==> config.mk <==
export PLATFORM = sky130hd
export DESIGN_NAME = fu_wb_queue_flat
export DESIGN_NICKNAME = d
export VERILOG_FILES = /design/src/rtl/fu_wb_queue_pkg.sv /design/src/rtl/fu_wb_queue_if.sv /design/src/rtl/fu_wb_queue_fifo.sv /design/src/rtl/fu_wb_queue.sv /design/src/flat_wrapper.sv
export SDC_FILE = /design/constraint.sdc
export NUM_CORES = 1
export LEC_CHECK = 0
export CAP_MARGIN = 20
export CORE_ASPECT_RATIO = 1.25
export CORE_MARGIN = 2
export CORE_UTILIZATION = 31
export CTS_CLUSTER_DIAMETER = 50
export DETAILED_ROUTE_END_ITERATION = 16
export HOLD_SLACK_MARGIN = 0.02
export PLACE_DENSITY = 0.61
export SKIP_CTS_REPAIR_TIMING = 1
export SYNTH_ARGS = -nofsm -noshare
export SYNTH_HDL_FRONTEND = slang
export SYNTH_SLANG_ARGS = --single-unit
==> constraint.sdc <==
create_clock -name clk -period 3.97 [get_ports clk]
set_input_delay 0.794 -clock clk [delete_from_list [all_inputs] [get_ports clk]]
set_output_delay 0.794 -clock clk [all_outputs]
set_load 0.02 [all_outputs]
==> src/rtl/fu_wb_queue_pkg.sv <==
// Shared types and widths for the writeback completion buffer.
// The width macros fall back to defaults only when the core has not defined them.
`ifndef PRF_IDX_W
`define PRF_IDX_W 6
`endif
`ifndef ROB_IDX_W
`define ROB_IDX_W 5
`endif
`ifndef BR_MASK_W
`define BR_MASK_W 4
`endif
`ifndef ZERO_REG
`define ZERO_REG {`PRF_IDX_W{1'b0}}
`endif

package fu_pkg;

    typedef struct packed {
        logic                   wr_en;
        logic [`PRF_IDX_W-1:0]  tag;
        logic [63:0]            value;
        logic [`ROB_IDX_W:0]    rob_idx;
        logic [`BR_MASK_W-1:0]  br_mask;
    } wb_entry_t;

    localparam int WB_SRC_ALU  = 0;
    localparam int WB_SRC_MULT = 1;
    localparam int WB_SRC_LDST = 2;
    localparam int WB_SRC_BR   = 3;

endpackage

==> src/rtl/fu_wb_queue_if.sv <==
// Source-side result handshake, branch resolution and CDB broadcast signals.
interface fu_wb_queue_if #(
    parameter int NSRC = 4
);
    localparam int SRC_W = $clog2(NSRC);

    logic [NSRC-1:0]                  src_vld_i;
    logic [NSRC-1:0]                  src_rdy_o;
    logic [NSRC-1:0]                  src_wr_en_i;
    logic [NSRC-1:0][`PRF_IDX_W-1:0]  src_tag_i;
    logic [NSRC-1:0][63:0]            src_value_i;
    logic [NSRC-1:0][`ROB_IDX_W:0]    src_rob_idx_i;
    logic [NSRC-1:0][`BR_MASK_W-1:0]  src_br_mask_i;
    logic                             rob_br_recovery_i;
    logic                             rob_br_pred_correct_i;
    logic [`BR_MASK_W-1:0]            rob_br_tag_fix_i;
    logic                             cdb_vld_o;
    logic                             cdb_wr_en_o;
    logic [`PRF_IDX_W-1:0]            cdb_tag_o;
    logic [63:0]                      cdb_value_o;
    logic [`ROB_IDX_W:0]              cdb_rob_idx_o;
    logic [SRC_W-1:0]                 cdb_src_o;

    modport master (
        output src_vld_i, src_wr_en_i, src_tag_i, src_value_i, src_rob_idx_i,
               src_br_mask_i, rob_br_recovery_i, rob_br_pred_correct_i, rob_br_tag_fix_i,
        input  src_rdy_o, cdb_vld_o, cdb_wr_en_o, cdb_tag_o, cdb_value_o,
               cdb_rob_idx_o, cdb_src_o
    );

    modport slave (
        input  src_vld_i, src_wr_en_i, src_tag_i, src_value_i, src_rob_idx_i,
               src_br_mask_i, rob_br_recovery_i, rob_br_pred_correct_i, rob_br_tag_fix_i,
        output src_rdy_o, cdb_vld_o, cdb_wr_en_o, cdb_tag_o, cdb_value_o,
               cdb_rob_idx_o, cdb_src_o
    );

endinterface

==> src/rtl/fu_wb_queue_fifo.sv <==
// Per-source result FIFO kept head-aligned (slot 0 is the head), so squash
// compaction and pop both reduce to re-packing the surviving entries in order.
module wb_fifo
    import fu_pkg::*;
#(
    parameter int DEPTH = 2
) (
    input  logic                  clk,
    input  logic                  rst,
    input  logic                  push,
    input  logic                  pop,
    input  logic                  recovery,
    input  logic                  pred_correct,
    input  logic [`BR_MASK_W-1:0] tag_fix,
    input  wb_entry_t             push_entry,
    output wb_entry_t             head,
    output logic                  full,
    output logic                  empty
);
    localparam int CNT_W = $clog2(DEPTH + 1);
    localparam int IDX_W = $clog2(DEPTH);

    wb_entry_t        q     [DEPTH];
    wb_entry_t        q_nxt [DEPTH];
    logic [CNT_W-1:0] cnt;
    logic [CNT_W-1:0] cnt_nxt;
    logic             clr;

    assign full  = (cnt == CNT_W'(DEPTH));
    assign empty = (cnt == '0);
    assign head  = q[0];

    always_comb begin
        int        k;
        wb_entry_t e;
        // Recovery takes priority: a resolving branch cannot also clear its bit.
        clr   = pred_correct & ~recovery;
        q_nxt = q;
        k     = 0;
        e     = push_entry;
        for (int j = 0; j < DEPTH; j++) begin
            if ((CNT_W'(j) < cnt) && !(pop && j == 0) &&
                !(recovery && |(q[j].br_mask & tag_fix))) begin
                e = q[j];
                if (clr) e.br_mask = e.br_mask & ~tag_fix;
                q_nxt[IDX_W'(k)] = e;
                k++;
            end
        end
        // The incoming result lands behind every surviving older entry.
        if (push && !(recovery && |(push_entry.br_mask & tag_fix))) begin
            e = push_entry;
            if (clr) e.br_mask = e.br_mask & ~tag_fix;
            if (k < DEPTH) q_nxt[IDX_W'(k)] = e;
            k++;
        end
        cnt_nxt = CNT_W'(k);
    end

    always_ff @(posedge clk) begin
        if (!rst) cnt <= '0;
        else      cnt <= cnt_nxt;
    end

    always_ff @(posedge clk) begin
        q <= q_nxt;
    end

endmodule

==> src/rtl/fu_wb_queue.sv <==
// Writeback completion buffer: per-source FIFOs, round-robin grant onto the
// single CDB, and recovery gating of the broadcast.
module fu_wb_queue
    import fu_pkg::*;
#(
    parameter int NSRC  = 4,
    parameter int DEPTH = 2
) (
    input  logic          clk,
    input  logic          rst,
    fu_wb_queue_if.slave  wbq
);
    localparam int SRC_W = $clog2(NSRC);

    wb_entry_t        head [NSRC];
    logic [NSRC-1:0]  full;
    logic [NSRC-1:0]  empty;
    logic [NSRC-1:0]  push;
    logic [NSRC-1:0]  pop;
    logic [SRC_W-1:0] rr_ptr;
    logic [SRC_W-1:0] gnt_idx;
    logic             gnt_vld;
    logic             cdb_vld;

    for (genvar i = 0; i < NSRC; i++) begin : g_src
        wb_entry_t in_entry;

        assign in_entry = '{wr_en:   wbq.src_wr_en_i[i],
                            tag:     wbq.src_tag_i[i],
                            value:   wbq.src_value_i[i],
                            rob_idx: wbq.src_rob_idx_i[i],
                            br_mask: wbq.src_br_mask_i[i]};
        assign push[i] = wbq.src_vld_i[i] & ~full[i];
        assign pop[i]  = cdb_vld && (gnt_idx == SRC_W'(i));

        wb_fifo #(.DEPTH(DEPTH)) u_fifo (
            .clk          (clk),
            .rst          (rst),
            .push         (push[i]),
            .pop          (pop[i]),
            .recovery     (wbq.rob_br_recovery_i),
            .pred_correct (wbq.rob_br_pred_correct_i),
            .tag_fix      (wbq.rob_br_tag_fix_i),
            .push_entry   (in_entry),
            .head         (head[i]),
            .full         (full[i]),
            .empty        (empty[i])
        );
    end

    // Readiness depends only on registered occupancy, never on this cycle's pop.
    assign wbq.src_rdy_o = ~full;

    always_comb begin
        logic [SRC_W-1:0] cand;
        gnt_vld = 1'b0;
        gnt_idx = '0;
        cand    = '0;
        for (int off = 0; off < NSRC; off++) begin
            cand = SRC_W'((int'(rr_ptr) + off) % NSRC);
            if (!gnt_vld && !empty[cand]) begin
                gnt_vld = 1'b1;
                gnt_idx = cand;
            end
        end
    end

    assign cdb_vld           = gnt_vld & ~wbq.rob_br_recovery_i;
    assign wbq.cdb_vld_o     = cdb_vld;
    assign wbq.cdb_wr_en_o   = cdb_vld & head[gnt_idx].wr_en;
    assign wbq.cdb_tag_o     = cdb_vld ? head[gnt_idx].tag     : `ZERO_REG;
    assign wbq.cdb_value_o   = cdb_vld ? head[gnt_idx].value   : 64'd0;
    assign wbq.cdb_rob_idx_o = cdb_vld ? head[gnt_idx].rob_idx : '0;
    assign wbq.cdb_src_o     = cdb_vld ? gnt_idx               : '0;

    always_ff @(posedge clk) begin
        if (!rst)         rr_ptr <= '0;
        else if (cdb_vld) rr_ptr <= (gnt_idx == SRC_W'(NSRC - 1)) ? '0 : gnt_idx + 1'b1;
    end

endmodule

==> src/flat_wrapper.sv <==
// flat-port wrapper written by rule: the top's interface ports become plain ports
module fu_wb_queue_flat import fu_pkg::*;
#(
    parameter int NSRC  = 4,
    parameter int DEPTH = 2
)
  (clk, rst, wbq_src_vld_i, wbq_src_wr_en_i, wbq_src_tag_i, wbq_src_value_i, wbq_src_rob_idx_i, wbq_src_br_mask_i, wbq_rob_br_recovery_i, wbq_rob_br_pred_correct_i, wbq_rob_br_tag_fix_i, wbq_src_rdy_o, wbq_cdb_vld_o, wbq_cdb_wr_en_o, wbq_cdb_tag_o, wbq_cdb_value_o, wbq_cdb_rob_idx_o, wbq_cdb_src_o);
  fu_wb_queue_if #(.NSRC(NSRC)) wbq_i ();
  input  logic clk;
  input  logic rst;
  input wire logic [$bits(wbq_i.src_vld_i)-1:0] wbq_src_vld_i;
  input wire logic [$bits(wbq_i.src_wr_en_i)-1:0] wbq_src_wr_en_i;
  input wire logic [$bits(wbq_i.src_tag_i)-1:0] wbq_src_tag_i;
  input wire logic [$bits(wbq_i.src_value_i)-1:0] wbq_src_value_i;
  input wire logic [$bits(wbq_i.src_rob_idx_i)-1:0] wbq_src_rob_idx_i;
  input wire logic [$bits(wbq_i.src_br_mask_i)-1:0] wbq_src_br_mask_i;
  input wire logic [$bits(wbq_i.rob_br_recovery_i)-1:0] wbq_rob_br_recovery_i;
  input wire logic [$bits(wbq_i.rob_br_pred_correct_i)-1:0] wbq_rob_br_pred_correct_i;
  input wire logic [$bits(wbq_i.rob_br_tag_fix_i)-1:0] wbq_rob_br_tag_fix_i;
  output wire logic [$bits(wbq_i.src_rdy_o)-1:0] wbq_src_rdy_o;
  output wire logic [$bits(wbq_i.cdb_vld_o)-1:0] wbq_cdb_vld_o;
  output wire logic [$bits(wbq_i.cdb_wr_en_o)-1:0] wbq_cdb_wr_en_o;
  output wire logic [$bits(wbq_i.cdb_tag_o)-1:0] wbq_cdb_tag_o;
  output wire logic [$bits(wbq_i.cdb_value_o)-1:0] wbq_cdb_value_o;
  output wire logic [$bits(wbq_i.cdb_rob_idx_o)-1:0] wbq_cdb_rob_idx_o;
  output wire logic [$bits(wbq_i.cdb_src_o)-1:0] wbq_cdb_src_o;
  assign wbq_i.src_vld_i = wbq_src_vld_i;
  assign wbq_i.src_wr_en_i = wbq_src_wr_en_i;
  assign wbq_i.src_tag_i = wbq_src_tag_i;
  assign wbq_i.src_value_i = wbq_src_value_i;
  assign wbq_i.src_rob_idx_i = wbq_src_rob_idx_i;
  assign wbq_i.src_br_mask_i = wbq_src_br_mask_i;
  assign wbq_i.rob_br_recovery_i = wbq_rob_br_recovery_i;
  assign wbq_i.rob_br_pred_correct_i = wbq_rob_br_pred_correct_i;
  assign wbq_i.rob_br_tag_fix_i = wbq_rob_br_tag_fix_i;
  assign wbq_src_rdy_o = wbq_i.src_rdy_o;
  assign wbq_cdb_vld_o = wbq_i.cdb_vld_o;
  assign wbq_cdb_wr_en_o = wbq_i.cdb_wr_en_o;
  assign wbq_cdb_tag_o = wbq_i.cdb_tag_o;
  assign wbq_cdb_value_o = wbq_i.cdb_value_o;
  assign wbq_cdb_rob_idx_o = wbq_i.cdb_rob_idx_o;
  assign wbq_cdb_src_o = wbq_i.cdb_src_o;
  fu_wb_queue #(.NSRC(NSRC), .DEPTH(DEPTH)) u_core (.clk(clk), .rst(rst), .wbq(wbq_i));
endmodule
==> reports/metrics.yaml, run 1 <==
outcome:
  outcome: "finished, final reports clean"
detailed_routing:
  ant_nets: 0
  viasPerCell: 5.528
  drc_errors: 0
  vias: 13790
  routed_wl_um: 58710
  drtIter0Drc: 872
  dr.pass1.iters: 5
  avgRoutedWirePerCell_um: 23.53
grt:
  antenna_found_initial: 16
  grt-ovfl-total: 0
  grt_max_degree: 82
  first_global_vias: 13760
  track_usage_pct: 23.31
  grt_pass1_wl_um: 85800
place:
  gp_congestion: 0.8899
  place_inst: 2402
  placedInstanceArea_um2: 19330
  port_buffers: 419
  dpl.hpwl_um: 38900
  dp_slack_ns: -0.07882
hold_path:
  hold_depth: 0
  whs_endpoint: "u_core.g_src[0].u_fifo.q[3]"
  hold_path.startpoint: "u_core.g_src[0].u_fifo.q[3]"
  hp-class: "reg2reg"
final_layout:
  multiInputGateArea_um2: 6574
  nets: 2221
  fin_util_pct: 46.53
  num-fill-cells: 4279
  area_growth_pct: 47.97
  drive_above_1_share_pct: 9.654
  regArea_um2: 7007
  final_area_um2: 21070
  instances_no_fill: 2495
setup_path:
  setup.worst_path.start_class: "register"
  rr_worst_depth: 16
  cp_max_fo: 33
  r2r_setup_slack_ns: 0.26
  cp-end-kind: "output port"
  critPathKind: "reg2out"
  cp.arrival_ns: 3.08
  timing.rr.start: "u_core.g_src[3].u_fifo.cnt[1]"
  required_ns: 3.18
  r2r_end: "u_core.g_src[3].u_fifo.head[40]"
synth:
  synth_xor_area_share_pct: 0.2460
  postSynthCellCount: 1494
  synth_edf_count: 0
  syn_avg_cell_area_um2: 9.531
  synth_top_family_by_area: "compound AO/OA/AOI/OAI gates"
  synth.area.top_cells: "dfxtp_1, a22o_1, nand2_1"
  yosys.area_share.simple_pct: 14.29
  async_flop_share_pct: 0
  yosys_warnings: 0
  ys_ff_latch: 350
  syn_area_um2: 14240
  synth_top_area_share_pct: 49.20
  synth.net_count: 1839
  synth_cell_types: 52
  yosys.area.top_type: "dfxtp_1"
  yosysSeqAreaShare_pct: 49.20
  synthFlopType: "dfxtp_1"
  synthMuxAreaShare_pct: 0.3515
  yosys.area_share.adder_pct: 0.7908
  synth_compound_gate_area_share_pct: 29.58
power:
  power.density_nw_per_um2: 820.3
  total_power_mw: 17.28
  irDropWorstVdd_v: 0.0004436
  leakage_nw: 9.756
timing:
  setup_ws_ns: 0.09549
  hold_viol: 0
  worstMarginPinSlew_ns: 0.6648
  fin_skew_ns: 0.01376
  final-setup-viol-count: 0
  setup_tns_ns: 0
  period_share_pct: 97.59
  maxSlewHeadroom_pct: 55.58
  finalMaxSlewViolations: 0
  whs_ns: 0.3657
  fmax_ghz: 0.2581
  min_period_ns: 3.875
clock_tree:
  cts_tree: "done"
  clockBufferDepth: 3
  cts_max_level: 2
  clk-insertion-delay-late_ns: 0.55
  cts.sink_count: 350
  cts_buffers: 44
  cts-root-buf: "clkbuf_16"
  clk_pin_slew_ns: 0.06
die:
  dieArea_um2: 47680
  io-pin-count: 420
  die_y_um: 243.6
  die_x_um: 195.7
  coreArea_um2: 45280
  start_util_pct: 31.45
  std_cell_rows: 87
flow_run:
  cap_violations: 0
## power by group
| part | switching [mW] | internal [mW] | total, mW |
|---|---|---|---|
| logic | 4.13 | 3.31 | 7.44 |
| registers | 0.853 | 4.99 | 5.84 |
| clock network | 1.65 | 2.36 | 4.00 |
## cell usage in the layout (no fill, tap or decap), types with 7 or more instances in the layout
master,count
ha_1,9
diode_2,11
a22o_1,316
dfxtp_1,350
dlymetal6s2s_1,65
nor2_1,12
clkdlybuf4s50_1,342
a311oi_1,72
a22oi_1,16
and2_1,14
clkbuf_2,10
a21boi_0,11
buf_4,37
inv_1,19
nand2_1,337
clkbuf_8,7
and3_1,77
buf_12,27
o21ai_0,16
clkbuf_16,47
a221oi_1,8
## layer usage
| layer | up-vias | GRT usage [%] | routed length, um |
|---|---|---|---|
| li1 | 6293 | - | - |
| met1 | 6785 | 30.24 | 24830 |
| met2 | 590 | 38.95 | 28040 |
| met3 | 119 | 3.710 | 3837 |
| met4 | 6 | 8.824 | 1959 |
| met5 | - | 0 | 42 |
## flip-flops by register name, indices dropped and copies added, names as in the netlist
name                      count
u_core.g_src.u_fifo.head    324
u_core.g_src.u_fifo.cnt       8
u_core.g_src.u_fifo.q        16
u_core.rr_ptr                 2
## worst max path at each step
| stage | to | slack, ns | startpoint |
|---|---|---|---|
| after CTS | wbq_cdb_value_o[0] | -0.69 | u_core.g_src[2].u_fifo.cnt[1] |
| after detailed placement | wbq_cdb_value_o[0] | -0.08 | u_core.g_src[2].u_fifo.cnt[1] |
| final | wbq_cdb_value_o[62] | 0.1 | u_core.g_src[3].u_fifo.cnt[1] |
| after global placement | wbq_cdb_value_o[0] | -0.06 | u_core.g_src[2].u_fifo.cnt[1] |
| after global routing | wbq_cdb_value_o[12] | -0.06 | u_core.g_src[3].u_fifo.cnt[1] |
| after floorplan | u_core.g_src[3].u_fifo.head[1] | 0.36 | u_core.g_src[3].u_fifo.cnt[1] |
## cells by family after synthesis
group | Yosys count
fa+ha+maj | 9
compound gates | 488
simple gates | 465
xor+xnor | 4
flops | 350
buf+inv | 173
mux | 5
## cell type report
class	instances	share of cell area (%)
Clock buffer	54	5.837
Inverter	23	0.4691
Antenna cell	11	0.1306
Sequential cell	350	33.25
Tap cell	578	3.432
Clock inverter	22	1.075
Multi-Input combinational cell	971	31.20
Timing Repair inverter	1	0.04157
Timing Repair Buffer	485	24.56
## cell usage after synthesis (3+ instances only)
cell type and number:
a2111oi_2 3, a21boi_0 11, a21oi_1 6, a221oi_1 8
a221oi_2 3, a22o_1 316, a22oi_1 16, a311oi_1 78
a31oi_1 5, and2_1 14, and3_1 77, buf_1 3
buf_2 40, buf_6 11, clkbuf_1 94, dfxtp_1 350
ha_1 9, inv_1 19, inv_2 3, mux2i_1 5
nand2_1 337, nand2b_1 5, nor2_1 13, nor2b_1 5
nor3_1 3, o21ai_0 16, o22a_1 5, o22ai_1 4
or2_1 4
## critical path, cell delays in order (launching register included)
cell and delay [ns]:
dfxtp_1 0.38, nor4_4 0.33, buf_4 0.18, a2111oi_4 0.05
nor2_4 0.33, buf_4 0.23, clkbuf_16 0.24, nand2_1 0.08
and3_1 0.18, a311oi_1 0.25, dlymetal6s2s_1 0.27
No activity file was read; power rests on OpenSTA's default activity.
==> run 2: changes to the inputs <==
HOLD_SLACK_MARGIN = unset   (was 0.02)
==> results of run 2 <==
Final layout, timing and power as in run 1 (identical DEF).
==> run 3: changes to the inputs <==
--- a/config.mk
+++ b/config.mk
@@ -6,7 +6,8 @@
 export NUM_CORES = 1
 export LEC_CHECK = 0
+export ABC_CLOCK_PERIOD_IN_PS = 3970
 export CAP_MARGIN = 20
 export CORE_ASPECT_RATIO = 1.25
-export CORE_MARGIN = 2
+export CORE_MARGIN = 4
 export CORE_UTILIZATION = 31
 export CTS_CLUSTER_DIAMETER = 50
==> constraint.sdc (replaced) <==
create_clock -name clk -period 3.97 [get_ports clk]
set_input_delay 0.794 -clock clk [delete_from_list [all_inputs] [get_ports clk]]
set_output_delay 0.794 -clock clk [all_outputs]
set_load 0.01 [all_outputs]
==> reports/metrics.yaml, run 3 (synthesis gave the netlist of run 1 again) <==
final_layout:
  multiInputGateArea_um2: 6593
  largest_reg_flops: 324
  num-fill-cells: 4249
  drive_above_1_share_pct: 8.828
  nets: 2213
  regArea_um2: 7008
  final_common_cell: "dfxtp_1"
  final_area_um2: 21070
  area_growth_pct: 47.98
  mostFrequentLayoutCells: "dfxtp_1, clkdlybuf4s50_1, nand2_1, a22o_1, and3_1"
timing:
  min_period_ns: 4.089
  rsz0062_at_grt: "yes"
  final-setup-viol-count: 1
  finalMaxSlewViolations: 0
  maxSlewHeadroom_pct: 63.95
  fin_skew_ns: 0.02371
  period_share_pct: 103.0
  hold_viol: 0
  worstMarginPinSlew_ns: 0.5408
  setup_ws_ns: -0.1193
  fmax_ghz: 0.2445
place:
  dpl.hpwl_um: 38860
  port_buffers: 419
  gp_congestion: 0.8985
  placedInstanceArea_um2: 19250
grt:
  first_global_vias: 13670
  grt_max_degree: 82
  grt_pass1_wl_um: 84730
  antenna_found_initial: 15
  grt-ovfl-total: 0
  track_usage_pct: 22.13
power:
  irDropWorstVdd_v: 0.0004032
  total_power_mw: 16.85
  power.density_nw_per_um2: 799.7
  leakage_nw: 9.847
detailed_routing:
  viasPerCell: 5.480
  drtIter0Drc: 815
  avgRoutedWirePerCell_um: 23.34
  dr.pass1.iters: 7
  routed_wl_um: 58280
  ant_nets: 0
  drc_errors: 0
  vias: 13680
clock_tree:
  clockBufferDepth: 3
  cts.sink_count: 350
  cts_buffers: 44
  cts_tree: "done"
  clk_pin_slew_ns: 0.06
  cts-root-buf: "clkbuf_16"
  cts_max_level: 2
  clk-insertion-delay-late_ns: 0.55
setup_path:
  cp-end-kind: "output port"
  critPathKind: "reg2out"
  required_ns: 3.18
  cp.arrival_ns: 3.30
  r2r_setup_slack_ns: 0.35
  cp_max_fo: 35
  setup.worst_path.start_class: "register"
hold_path:
  hp-class: "reg2reg"
outcome:
  outcome: "complete, but fails checks"
  violations: "negative setup slack"
die:
  dieArea_um2: 49450
  io-pin-count: 420
  std_cell_rows: 87
  start_util_pct: 31.45
  die_y_um: 247.6
  die_x_um: 199.7
  coreArea_um2: 45280
flow_run:
  cap_violations: 0
-- run 3: cell types whose count changed in the layout (fill, tap and decap cells not counted), moves of 3 or more --
cell | before | now
buf_12 | 27 | 22
clkinv_8 | 3 | 0
diode_2 | 11 | 16
clkbuf_8 | 7 | 10
buf_4 | 37 | 32
clkbuf_2 | 10 | 1
dlymetal6s2s_1 | 65 | 74
clkbuf_1 | 2 | 7
-- run 3: final timing paths --
kind / start / end / depth (start not counted)
worst max register to register: u_core.g_src[1].u_fifo.cnt[0] / u_core.g_src[3].u_fifo.head[64] / 16
worst min register to register: u_core.g_src[1].u_fifo.q[3] / u_core.g_src[1].u_fifo.q[3] / 0
worst min-delay path: u_core.g_src[1].u_fifo.q[3] / u_core.g_src[1].u_fifo.q[3] / 0
worst max-delay path: u_core.g_src[0].u_fifo.cnt[1] / wbq_cdb_value_o[45] / 9
-- run 3: through the flow --
stage               hold slack [ns]  TNS, ns  utilization, %  setup WS (ns)  instances
global placement             0.3554        0           42.51        0.02041       2397
global route                 0.3737  -0.3557           46.52        -0.2912       2495
finish                       0.3617  -0.1193           46.54        -0.1193       2497
CTS                          0.3634   -27.49           45.76        -0.6146       2478
floorplan                    0.4193        0               -         0.3590       1494
detailed placement           0.3559        0           42.51        0.02191       2397
-- run 3: routing by layer --
| metal | part of all wire [%] | routed length (um) | up-vias | global-route usage [%] |
|---|---|---|---|---|
| met5 | 0.024 | 14 | - | 0 |
| met4 | 4.1 | 2397 | 2 | 9.572 |
| met3 | 6.3 | 3678 | 123 | 3.028 |
| met2 | 48 | 27980 | 591 | 37.10 |
| met1 | 42 | 24220 | 6678 | 28.46 |
| li1 | - | - | 6290 | - |
-- run 3: final cells by class --
| type | instances | share of cell area (%) |
|---|---|---|
| antenna | 16 | 0.1900 |
| clock buffer | 62 | 6.122 |
| clock inverter | 19 | 0.8609 |
| inverter | 23 | 0.4334 |
| multi-input combinational | 971 | 31.28 |
| sequential | 350 | 33.26 |
| tap | 578 | 3.432 |
| timing repair buffer | 478 | 24.42 |
-- run 3: power by group --
group / switching, mW / internal, mW
Clock: 1.62 / 2.42
Combinational: 3.74 / 3.25
Sequential: 0.837 / 4.99
Total: 6.20 / 10.7
-- run 3: worst max-delay path, stage by stage (launching register included) --
cell,delay (ns)
dfxtp_1,0.36
or2_1,0.29
a2111oi_4,0.39
nor2_4,0.14
inv_6,0.14
buf_16,0.21
nand2_1,0.07
and3_1,0.17
a311oi_2,0.34
clkdlybuf4s50_1,0.62
